[config.mk]
export PLATFORM = sky130hd
export DESIGN_NAME = alub_uop_seq_flat
export DESIGN_NICKNAME = d
export VERILOG_FILES = /design/src/rtl/alub_uop_seq_if.sv /design/src/rtl/alub_uop_seq.sv /design/src/flat_wrapper.sv
export SDC_FILE = /design/constraint.sdc
export NUM_CORES = 1
export LEC_CHECK = 0
export ABC_CLOCK_PERIOD_IN_PS = 6400
export CAP_MARGIN = 20
export CORE_ASPECT_RATIO = 0.75
export CORE_UTILIZATION = 60
export CTS_CLUSTER_SIZE = 20
export DETAILED_ROUTE_END_ITERATION = 6
export DONT_BUFFER_PORTS = 1
export GPL_TIMING_DRIVEN = 1
export PLACE_DENSITY = 0.76
export SETUP_SLACK_MARGIN = 0.3
export SYNTH_ARGS = -nofsm -noshare
export SYNTH_HDL_FRONTEND = slang
export SYNTH_SLANG_ARGS = --single-unit
[constraint.sdc]
create_clock -name CLK -period 6.4 [get_ports CLK]
set_input_delay 0.64 -clock CLK [delete_from_list [all_inputs] [get_ports CLK]]
set_output_delay 0.64 -clock CLK [all_outputs]
set_load 0.05 [all_outputs]
[src/rtl/alub_uop_seq_if.sv]
// Instruction-in / micro-op-out bundle for the ALU B-input micro-op sequencer.
// master = fetch/test side, slave = sequencer.
interface alub_uop_seq_if;
  logic        INSTR_VALID;
  logic [15:0] INSTR;
  logic        INSTR_READY;
  logic        STALL;
  logic        UOP_VALID;
  logic [2:0]  ALUB_SRCX;
  logic [3:0]  ARGA_X;
  logic [3:0]  ARGB_X;
  logic [1:0]  LDSINCF;
  logic        UOP_LAST;

  modport master (
    output INSTR_VALID, INSTR, STALL,
    input  INSTR_READY, UOP_VALID, ALUB_SRCX, ARGA_X, ARGB_X, LDSINCF, UOP_LAST
  );

  modport slave (
    input  INSTR_VALID, INSTR, STALL,
    output INSTR_READY, UOP_VALID, ALUB_SRCX, ARGA_X, ARGB_X, LDSINCF, UOP_LAST
  );
endinterface

[src/rtl/alub_uop_seq.sv]
// Decodes 16-bit instruction words into registered ALU B-source micro-ops;
// a LIT16 prefix expands the following word into a U8 / U8H micro-op pair.
module alub_uop_seq (
  input  logic         CLK,
  input  logic         RESETN,
  input  logic         FLUSH,
  alub_uop_seq_if.slave bus
);
  localparam logic [2:0] SRC_U8H  = 3'd1;
  localparam logic [2:0] SRC_U8   = 3'd2;
  localparam logic [2:0] MODE_LIT = 3'd7;

  typedef enum logic [1:0] {IDLE, WAIT_LIT, LIT_HI} state_t;

  state_t      state, state_nxt;
  logic        uop_valid, uop_valid_nxt;
  logic        uop_last, uop_last_nxt;
  logic [2:0]  srcx, srcx_nxt;
  logic [3:0]  arga, arga_nxt;
  logic [3:0]  argb, argb_nxt;
  logic [1:0]  ldsinc, ldsinc_nxt;
  logic [7:0]  lit_hi, lit_hi_nxt;

  logic        slot_free, instr_ready, accept, consume;
  logic [2:0]  mode;

  // A stall only matters while a micro-op is actually being presented.
  assign slot_free   = !uop_valid || !bus.STALL;
  assign instr_ready = !FLUSH && (state != LIT_HI) && slot_free;
  assign accept      = bus.INSTR_VALID && instr_ready;
  assign consume     = uop_valid && !bus.STALL;
  assign mode        = bus.INSTR[15:13];

  // State register
  always_ff @(posedge CLK or negedge RESETN) begin
    if (!RESETN) state <= IDLE;
    else         state <= state_nxt;
  end

  // Next-state logic
  always_comb begin
    state_nxt = state;
    if (FLUSH) begin
      state_nxt = IDLE;
    end else begin
      unique case (state)
        IDLE:     if (accept && mode == MODE_LIT) state_nxt = WAIT_LIT;
        WAIT_LIT: if (accept)                     state_nxt = LIT_HI;
        LIT_HI:   if (consume)                    state_nxt = IDLE;
        default:                                  state_nxt = IDLE;
      endcase
    end
  end

  // Micro-op outputs: fields hold unless a new micro-op is loaded
  always_comb begin
    uop_valid_nxt = uop_valid;
    uop_last_nxt  = uop_last;
    srcx_nxt      = srcx;
    arga_nxt      = arga;
    argb_nxt      = argb;
    ldsinc_nxt    = ldsinc;
    lit_hi_nxt    = lit_hi;
    if (FLUSH) begin
      uop_valid_nxt = 1'b0;
      uop_last_nxt  = 1'b0;
      lit_hi_nxt    = 8'h00;
    end else begin
      unique case (state)
        IDLE: begin
          if (accept && mode != MODE_LIT) begin
            uop_valid_nxt = 1'b1;
            uop_last_nxt  = 1'b1;
            srcx_nxt      = mode;
            arga_nxt      = bus.INSTR[7:4];
            argb_nxt      = bus.INSTR[3:0];
            ldsinc_nxt    = bus.INSTR[12:11];
          end else if (consume) begin
            uop_valid_nxt = 1'b0;
          end
        end
        WAIT_LIT: begin
          // Any accepted word is the literal, even if it looks like a prefix.
          if (accept) begin
            uop_valid_nxt = 1'b1;
            uop_last_nxt  = 1'b0;
            srcx_nxt      = SRC_U8;
            arga_nxt      = bus.INSTR[7:4];
            argb_nxt      = bus.INSTR[3:0];
            ldsinc_nxt    = 2'd0;
            lit_hi_nxt    = bus.INSTR[15:8];
          end else if (consume) begin
            uop_valid_nxt = 1'b0;
          end
        end
        LIT_HI: begin
          if (consume) begin
            uop_valid_nxt = 1'b1;
            uop_last_nxt  = 1'b1;
            srcx_nxt      = SRC_U8H;
            arga_nxt      = lit_hi[7:4];
            argb_nxt      = lit_hi[3:0];
            ldsinc_nxt    = 2'd0;
          end
        end
        default: begin
          uop_valid_nxt = 1'b0;
        end
      endcase
    end
  end

  always_ff @(posedge CLK or negedge RESETN) begin
    if (!RESETN) begin
      uop_valid <= 1'b0;
      uop_last  <= 1'b0;
      srcx      <= 3'd0;
      arga      <= 4'd0;
      argb      <= 4'd0;
      ldsinc    <= 2'd0;
      lit_hi    <= 8'h00;
    end else begin
      uop_valid <= uop_valid_nxt;
      uop_last  <= uop_last_nxt;
      srcx      <= srcx_nxt;
      arga      <= arga_nxt;
      argb      <= argb_nxt;
      ldsinc    <= ldsinc_nxt;
      lit_hi    <= lit_hi_nxt;
    end
  end

  assign bus.INSTR_READY = instr_ready;
  assign bus.UOP_VALID   = uop_valid;
  assign bus.UOP_LAST    = uop_last;
  assign bus.ALUB_SRCX   = srcx;
  assign bus.ARGA_X      = arga;
  assign bus.ARGB_X      = argb;
  assign bus.LDSINCF     = ldsinc;
endmodule

[src/flat_wrapper.sv]
// flat-port wrapper written by rule: the top's interface ports become plain ports
module alub_uop_seq_flat 
  (CLK, RESETN, FLUSH, bus_INSTR_VALID, bus_INSTR, bus_STALL, bus_INSTR_READY, bus_UOP_VALID, bus_ALUB_SRCX, bus_ARGA_X, bus_ARGB_X, bus_LDSINCF, bus_UOP_LAST);
  alub_uop_seq_if bus_i ();
  input  logic CLK;
  input  logic RESETN;
  input  logic FLUSH;
  input wire logic [$bits(bus_i.INSTR_VALID)-1:0] bus_INSTR_VALID;
  input wire logic [$bits(bus_i.INSTR)-1:0] bus_INSTR;
  input wire logic [$bits(bus_i.STALL)-1:0] bus_STALL;
  output wire logic [$bits(bus_i.INSTR_READY)-1:0] bus_INSTR_READY;
  output wire logic [$bits(bus_i.UOP_VALID)-1:0] bus_UOP_VALID;
  output wire logic [$bits(bus_i.ALUB_SRCX)-1:0] bus_ALUB_SRCX;
  output wire logic [$bits(bus_i.ARGA_X)-1:0] bus_ARGA_X;
  output wire logic [$bits(bus_i.ARGB_X)-1:0] bus_ARGB_X;
  output wire logic [$bits(bus_i.LDSINCF)-1:0] bus_LDSINCF;
  output wire logic [$bits(bus_i.UOP_LAST)-1:0] bus_UOP_LAST;
  assign bus_i.INSTR_VALID = bus_INSTR_VALID;
  assign bus_i.INSTR = bus_INSTR;
  assign bus_i.STALL = bus_STALL;
  assign bus_INSTR_READY = bus_i.INSTR_READY;
  assign bus_UOP_VALID = bus_i.UOP_VALID;
  assign bus_ALUB_SRCX = bus_i.ALUB_SRCX;
  assign bus_ARGA_X = bus_i.ARGA_X;
  assign bus_ARGB_X = bus_i.ARGB_X;
  assign bus_LDSINCF = bus_i.LDSINCF;
  assign bus_UOP_LAST = bus_i.UOP_LAST;
  alub_uop_seq u_core (.CLK(CLK), .RESETN(RESETN), .FLUSH(FLUSH), .bus(bus_i));
endmodule
==> flow_metrics.tcl, run 1 <==
set metrics [dict create \
    cts_buffers 3 \
    yosys_warnings 0 \
    critical_path_class "reg -> reg" \
    ir_drop_v 0.000263 \
    fin_nets 150 \
    rrSetupSlack_ns 3.11 \
    violations "design-rule violations" \
    grt_pass1_wl_um 4200 \
    hold_class "in -> reg" \
    diodes 0 \
    dp_cells 140 \
    rsz0062_at_grt "false" \
    cts_hold_buf 1 \
    antenna_left 0 \
    h-tree-depth 1 \
    initial_core_util 0.666 \
    drtPass1Iterations 7 \
    syn_to_final_growth_pct 4.87 \
    cts_buffer_depth 2 \
    fillers 168 \
    holdPathStages 1 \
    setup_violations 0 \
    vias 881 \
    finalMaxSlewViolations 0 \
    final.setup.tns_ns 0 \
    drcViolationCount 2 \
    crit_buf_inv 2 \
    slowest_delay_ns 0.72 \
    syn_nets 147 \
    clk_pin_slew_worst_paths_ns 0.12 \
    final_layout_size_suffix_gt1_frac 0.260 \
    die_w_um 57.5 \
    synth.distinct_cells 26 \
    drv_cap 0 \
    die-area_sq_um 2510 \
    tightest_slew_ns 0.800 \
    grt_util_all_layers 0.229 \
    die_h_um 43.6 \
    cp_slowest_cell "a211oi_4" \
    power.density_nw_per_um2 499 \
    netlist_instances 121 \
    worstSkewPairLatency_ns 0.32 \
    reg2reg_depth 7 \
    cts-root-buf "clkbuf_4" \
    grt_pass1_vias 882 \
    gp_congestion 0.904 \
    rows 14 \
    crit-reg2reg-launch "u_core.state[0]" \
    start_kind "flop" \
    min_to "u_core.bus.UOP_VALID" \
    outcome "complete, but fails checks" \
    fin_cells 147 \
    dpl.hpwl_um 1840 \
    portBuffers 0 \
    syn_area_per_cell_sq_um 11.5 \
    yosysSeqAreaShare 0.451 \
    grt_overflow_total 0 \
    slew_headroom 0.465 \
    antenna_found_initial 0 \
    cts_resized 0 \
    required_ns 6.61 \
    max_clock_freq_ghz 0.304 \
    min_from "FLUSH" \
    seqCellArea_sq_um 626 \
    p_leak_nw 0.657 \
    dr.first_iter.drc_count 23 \
    hold_violations 0 \
    syn_area_sq_um 1390 \
    cp_data_arrival_time_ns 3.50 \
    multi_input_area_sq_um 694 \
    crit_fanout 12 \
    wl_um 2540 \
    rr_endpoint "u_core.bus.ALUB_SRCX[0]" \
    final.min_clock_period_ns 3.29 \
    finalCritPeriodShare 0.513 \
    ios 37 \
    cts_tree "done" \
    post_drt_wl_per_cell_um 17.3 \
    core_sq_um 2080 \
    cts_setup_buffers 0 \
    skew_ns 0.0107 \
    endpoint_kind "flop" \
    crit_family "compound AO/OA/AOI/OAI gates" \
    viasPerCell 5.99 \
    cts.sinks 25 \
    crit_chain "inv_1 -> ha_1 -> a211oi_4 -> a31oi_2 -> a2111oi_4 -> buf_6 -> mux2_2" \
    synth_seq_cells 25 \
    grt_max_degree 26 \
]
state kept, by name (all words and copies together) (netlist names):
register,cells
u_core.bus.UOP_VALID,1
u_core.bus.ALUB_SRCX,3
u_core.state,2
u_core.bus.ARGB_X,4
u_core.bus.UOP_LAST,1
u_core.lit_hi,8
u_core.bus.LDSINCF,2
u_core.bus.ARGA_X,4
metrics by stage:
step	setup WS (ns)	utilization	hold WS (ns)	cell area, sq um	total power, mW
2_1_floorplan	3.72	-	0.344	1390	0.614
3_3_place_gp	2.96	0.667	0.345	1390	0.643
3_5_place_dp	2.82	0.667	0.345	1390	0.652
4_1_cts	2.83	0.685	0.357	1430	0.725
5_1_grt	2.97	0.698	0.351	1460	0.765
6_report	3.11	0.698	0.367	1460	0.726
cell families (layout without fill, tap and decap cells):
logic type                 after synthesis  in the layout  synth area share
and+or+nand+nor                         29             29             0.118
DFF                                     25             25             0.451
AOI/OAI and AO/OA                       23             23             0.124
muxes                                   23             23             0.213
buffers and inverters                   16             18            0.0487
adders and majority gates                5              5            0.0451
where the power goes:
group | switching, mW | internal (mW) | leakage, nW
Clock | 0.0465 | 0.0234 | 0.0177
Sequential | 0.208 | 0.211 | 0.320
Combinational | 0.106 | 0.131 | 0.318
metal layers:
metal | wire [um] | GRT usage
met2 | 1160 | 0.356
met5 | 0 | 0
met1 | 1220 | 0.305
met3 | 153 | 0.0896
met4 | 13 | 0.0537
cells in the mapped netlist (all sizes together):
| cell | n | share of area |
|---|---|---|
| a2111oi | 1 | 0.020 |
| a211oi | 2 | 0.020 |
| a21oi | 4 | 0.014 |
| a221o | 1 | 0.0072 |
| a31oi | 3 | 0.018 |
| and2 | 1 | 0.0045 |
| and3 | 2 | 0.0090 |
| buf | 3 | 0.014 |
| clkbuf | 2 | 0.0054 |
| dfrtp | 25 | 0.45 |
| ha | 5 | 0.045 |
| inv | 11 | 0.030 |
| mux2 | 22 | 0.21 |
| mux2i | 1 | 0.0072 |
| nand2 | 3 | 0.0081 |
| nand2b | 4 | 0.018 |
| nand3 | 4 | 0.014 |
| nand3b | 8 | 0.043 |
| nor2 | 6 | 0.016 |
| o211ai | 1 | 0.0054 |
| o21ai | 11 | 0.040 |
| or2 | 1 | 0.0045 |
final cells by class:
type,count,area share
Clock buffer,3,0.0155
Inverter,11,0.0284
Timing Repair Buffer,3,0.0249
Clock inverter,1,0.00344
Tap cell,24,0.0206
Multi-Input combinational cell,80,0.477
Sequential cell,25,0.430
worst max path at each step:
stage / end / from / cells past startpoint
6_report: u_core.bus.ALUB_SRCX[0] / u_core.state[0] / 7
5_1_grt: u_core.bus.ALUB_SRCX[0] / u_core.state[0] / 7
4_1_cts: u_core.bus.ALUB_SRCX[1] / u_core.state[0] / 6
3_5_place_dp: u_core.bus.ALUB_SRCX[1] / u_core.state[0] / 6
3_3_place_gp: u_core.bus.ALUB_SRCX[1] / u_core.state[0] / 6
2_1_floorplan: u_core.bus.ALUB_SRCX[2] / u_core.bus.UOP_VALID / 5
layout by cell type, fill, tap and decap left out, types with 5 or more instances in the layout:
cell type and count:
dfrtp_1 25, ha_1 5, inv_1 11, mux2_2 12
mux2_4 10, nand3b_1 8, nor2_1 6, o21ai_0 11
Note: power is estimated with default switching activity, not from simulation.
==> run 2: changes to the inputs <==
Settings changed: ABC_CLOCK_PERIOD_IN_PS 6400 to 3400.
Clock period 6.4 ns to 3.4 ns, I/O delays scaled along.
==> flow_metrics.tcl, run 2 (same netlist as run 1, synthesis figures left out) <==
set metrics [dict create \
    final_layout_size_suffix_gt1_frac 0.258 \
    dr.first_iter.drc_count 15 \
    crit_buf_inv 3 \
    largest_register_ffs 8 \
    cts_tree "done" \
    drtPass1Iterations 6 \
    ios 37 \
    grt_pass1_vias 1015 \
    portBuffers 0 \
    die_h_um 43.6 \
    final_cell_mix "25 x dfrtp_1, 12 x mux2_2, 11 x inv_1, 11 x o21ai_0, 10 x mux2_4" \
    clkPwrFrac 0.094 \
    finalPower_mw 1.36 \
    vias 905 \
    cts_resized 0 \
    crit_chain "inv_1 -> ha_1 -> a211oi_4 -> buf_4 -> nand3_1 -> a2111oi_4 -> buf_4 -> mux2_2" \
    cts_hold_buf 2 \
    skew_ns 0.00281 \
    syn_to_final_growth_pct 5.41 \
    setup_violations 0 \
    core_sq_um 2080 \
    cp_data_arrival_time_ns 2.96 \
    wl_um 2560 \
    diodes 0 \
    crit_family "buffers and inverters" \
    mostFrequentLayoutCell "dfrtp_1" \
    die_w_um 57.5 \
    final.setup.tns_ns 0 \
    cts_setup_buffers 0 \
    finalCritPeriodShare 0.809 \
    fin_nets 151 \
    start_kind "flop" \
    endpoint_kind "flop" \
    hold_class "in -> reg" \
    cts_buffer_depth 2 \
    die-area_sq_um 2510 \
    violations "design-rule violations" \
    ir_drop_v 0.000587 \
    cp_slowest_cell "dfrtp_1" \
    drv_cap 0 \
    outcome "complete, but fails checks" \
    grt_util_all_layers 0.240 \
    switchingPower_mw 0.672 \
    slowest_delay_ns 0.45 \
    rows 14 \
    tightest_slew_ns 0.609 \
    pwr-share-comb 0.327 \
    antenna_found_initial 0 \
    final.min_clock_period_ns 2.75 \
    worstSkewPairLatency_ns 0.31 \
    grt_max_degree 26 \
    swShare 0.493 \
    gp_congestion 0.923 \
    crit_fanout 13 \
    dpl.hpwl_um 1850 \
    critical_path_class "reg -> reg" \
    max_clock_freq_ghz 0.364 \
    slew_headroom 0.594 \
    cts_buffers 3 \
    cellInternalPower_mw 0.691 \
    p_leak_nw 0.660 \
    h-tree-depth 1 \
    cp_common_cell "buf_4" \
    hold_violations 0 \
    rsz0062_at_grt "false" \
    post_drt_wl_per_cell_um 17.3 \
    initial_core_util 0.666 \
    cts-root-buf "clkbuf_4" \
    finalMaxSlewViolations 0 \
    grt_pass1_wl_um 4530 \
    power.density_nw_per_um2 932 \
    viasPerCell 6.11 \
    regMostFlops "u_core.lit_hi" \
    required_ns 3.61 \
    grt_overflow_total 0 \
    cts.sinks 25 \
    p_seq_frac 0.579 \
    drcViolationCount 2 \
    antenna_left 0 \
    clk_pin_slew_worst_paths_ns 0.12 \
]
run 2: path summary, 6_finish.rpt:
kind	startpoint	slack, ns	cells past startpoint	endpoint
setup / recovery	u_core.state[0]	0.65	8	u_core.bus.ALUB_SRCX[0]
setup reg to reg	u_core.state[0]	0.65	8	u_core.bus.ALUB_SRCX[0]
max in group asynchronous	RESETN	2.80	2	u_core.bus.UOP_VALID
min in group asynchronous	RESETN	0.46	2	u_core.bus.UOP_LAST
hold / removal	FLUSH	0.07	1	u_core.bus.UOP_VALID
hold reg to reg	u_core.lit_hi[2]	0.53	2	u_core.lit_hi[2]
run 2: through the flow:
step / hold WS, ns / instances / utilization / setup WS (ns) / cell area [sq um]
after global routing: 0.0584 / 148 / 0.702 / 0.490 / 1460
final: 0.0738 / 148 / 0.702 / 0.649 / 1460
after floorplan: 0.0444 / 121 / - / 0.724 / 1390
after global placement: 0.0449 / 142 / 0.675 / 0.782 / 1410
after CTS: 0.0596 / 148 / 0.702 / 0.657 / 1460
after detailed placement: 0.0449 / 142 / 0.675 / 0.674 / 1410
run 2: power by group through the flow:
stage	Clock, mW	Sequential [mW]	Combinational, mW
global route	0.142	0.805	0.492
global placement	0	0.794	0.426
detailed placement	0	0.798	0.434
finish	0.127	0.790	0.446
CTS	0.132	0.792	0.447
floorplan	0	0.774	0.383
run 2: layout make-up:
class / count / area [sq um]
clock buffer: 4 / 26.3
fill: 159 / 622
inverter: 11 / 41.3
multi-input combinational: 80 / 694
sequential: 25 / 626
tap: 24 / 30.0
timing repair buffer: 4 / 45.0
run 2: metal layers:
| layer | vias up | GRT usage | share of wire | wire length, um |
|---|---|---|---|---|
| met4 | 0 | 0.0537 | 0.0051 | 13 |
| li1 | 428 | - | - | - |
| met5 | - | 0 | 0 | 0 |
| met2 | 23 | 0.402 | 0.47 | 1220 |
| met3 | 2 | 0.0866 | 0.056 | 144 |
| met1 | 452 | 0.303 | 0.46 | 1190 |
==> run 3: changes to the inputs <==
Settings changed: ABC_CLOCK_PERIOD_IN_PS 3400 to 2800.
Clock period 3.4 ns to 2.8 ns, I/O delays scaled along.
==> flow_metrics.tcl, run 3 (same netlist as run 1, synthesis figures left out) <==
set metrics [dict create \
    cp_slowest_cell "dfrtp_1" \
    regMostFlops "u_core.lit_hi" \
    ir_drop_v 0.000624 \
    grt_max_degree 26 \
    clkPwrFrac 0.094 \
    cts_setup_buffers 0 \
    slowest_delay_ns 0.45 \
    p_seq_frac 0.574 \
    cellInternalPower_mw 0.848 \
    startpoint "u_core.state[0]" \
    grt_pass1_vias 944 \
    gp_congestion 0.886 \
    cp_data_arrival_time_ns 2.52 \
    crit_chain "inv_2 -> ha_4 -> a211oi_4 -> nand3_2 -> a2111oi_4 -> buf_4 -> mux2_2" \
    setup_violations 0 \
    grt_util_all_layers 0.240 \
    finalCritPeriodShare 0.823 \
    rsz0062_at_grt "false" \
    dr.first_iter.drc_count 11 \
    final.min_clock_period_ns 2.31 \
    finalMaxSlewViolations 0 \
    fin_nets 152 \
    holdWs_ns 0.0907 \
    skew_ns 0.00496 \
    hold_violations 0 \
    antenna_left 0 \
    pwr-share-comb 0.332 \
    mostFrequentLayoutCell "dfrtp_1" \
    initial_core_util 0.666 \
    diodes 0 \
    final_cell_mix "24 x dfrtp_1, 12 x mux2_2, 11 x o21ai_0" \
    drv_cap 0 \
    worstSkewPairLatency_ns 0.32 \
    cts-root-buf "clkbuf_4" \
    hold_class "in -> reg" \
    core_sq_um 2080 \
    vias 921 \
    endpoint_kind "flop" \
    post_drt_wl_per_cell_um 17.7 \
    required_ns 3.02 \
    largest_register_ffs 8 \
    ios 37 \
    die_h_um 43.6 \
    dpl.hpwl_um 1880 \
    crit_family "compound AO/OA/AOI/OAI gates" \
    violations "design-rule violations" \
    drcViolationCount 2 \
    die-area_sq_um 2510 \
    h-tree-depth 1 \
    crit_cells 7 \
    reg2reg_depth 7 \
    power.density_nw_per_um2 1120 \
    rows 14 \
    cts_resized 0 \
    max_clock_freq_ghz 0.434 \
    min_from "bus_INSTR[9]" \
    cts_tree "done" \
    viasPerCell 6.18 \
    cts.sinks 25 \
    clk_pin_slew_worst_paths_ns 0.13 \
    switchingPower_mw 0.830 \
    tightest_slew_ns 0.526 \
    grt_pass1_wl_um 4450 \
    drtPass1Iterations 7 \
    final_layout_size_suffix_gt1_frac 0.288 \
    grt_overflow_total 0 \
    cts_hold_buf 3 \
    antenna_found_initial 0 \
    cts_buffers 3 \
    outcome "complete, but fails checks" \
    crit_end "u_core.bus.ARGA_X[0]" \
    portBuffers 0 \
    final.setup.tns_ns 0 \
    syn_to_final_growth_pct 7.48 \
    swShare 0.495 \
    slew_headroom 0.649 \
    p_leak_nw 0.664 \
    cts_buffer_depth 2 \
    crit_fanout 12 \
    crit-reg2reg-launch "u_core.state[0]" \
    wl_um 2640 \
    rr_endpoint "u_core.bus.ARGA_X[0]" \
    crit_buf_inv 2 \
    rrSetupSlack_ns 0.49 \
    start_kind "flop" \
    die_w_um 57.5 \
    critical_path_class "reg -> reg" \
]
-- run 3: changes by cell type in the layout (fill, tap and decap cells not counted) --
cell	before	now
ha_4	0	1
nand3_2	0	1
dlygate4sd3_1	1	2
inv_1	11	10
ha_1	5	4
dfrtp_2	0	1
dfrtp_1	25	24
nand3_1	4	3
inv_2	0	1
-- run 3: how the worst min path moves through the flow --
stage | to | slack [ns] | cells past startpoint
finish | u_core.lit_hi[1] | 0.09 | 2
global placement | u_core.bus.UOP_LAST | -0.02 | 0
CTS | u_core.lit_hi[0] | 0.08 | 2
floorplan | u_core.bus.ALUB_SRCX[0] | -0.02 | 0
detailed placement | u_core.bus.UOP_LAST | -0.02 | 0
global route | u_core.lit_hi[2] | 0.09 | 2
-- run 3: area by class of cell --
type	instances	area (sq um)
fillers	154	593
flip-flops and latches	25	627
multi-input cells	80	712
well taps	24	30.0
clock buffers	4	26.3
repair buffers	5	55.1
inverters	11	41.3
-- run 3: routing by layer --
| metal | up-vias | wire length [um] | track usage |
|---|---|---|---|
| li1 | 431 | - | - |
| met5 | - | 0 | 0 |
| met4 | 0 | 19 | 0.0732 |
| met2 | 27 | 1260 | 0.388 |
| met3 | 2 | 152 | 0.0836 |
| met1 | 461 | 1210 | 0.307 |
-- run 3: power by group through the flow --
stage               clock (mW)  combinational, mW  sequential [mW]
global route             0.180              0.604            0.982
global placement             0              0.528            0.967
detailed placement           0              0.541            0.971
CTS                      0.165              0.557            0.965
finish                   0.158              0.556            0.963
floorplan                    0              0.471            0.943
-- run 3: metrics by stage --
step / area [sq um] / total power [mW] / utilization / std cells / worst slack, ns
floorplan: 1410 / 1.41 / - / 121 / 0.251
global placement: 1430 / 1.50 / 0.684 / 142 / 0.604
detailed placement: 1430 / 1.51 / 0.684 / 142 / 0.506
CTS: 1490 / 1.69 / 0.715 / 149 / 0.487
global route: 1490 / 1.77 / 0.715 / 149 / 0.424
finish: 1490 / 1.68 / 0.715 / 149 / 0.495
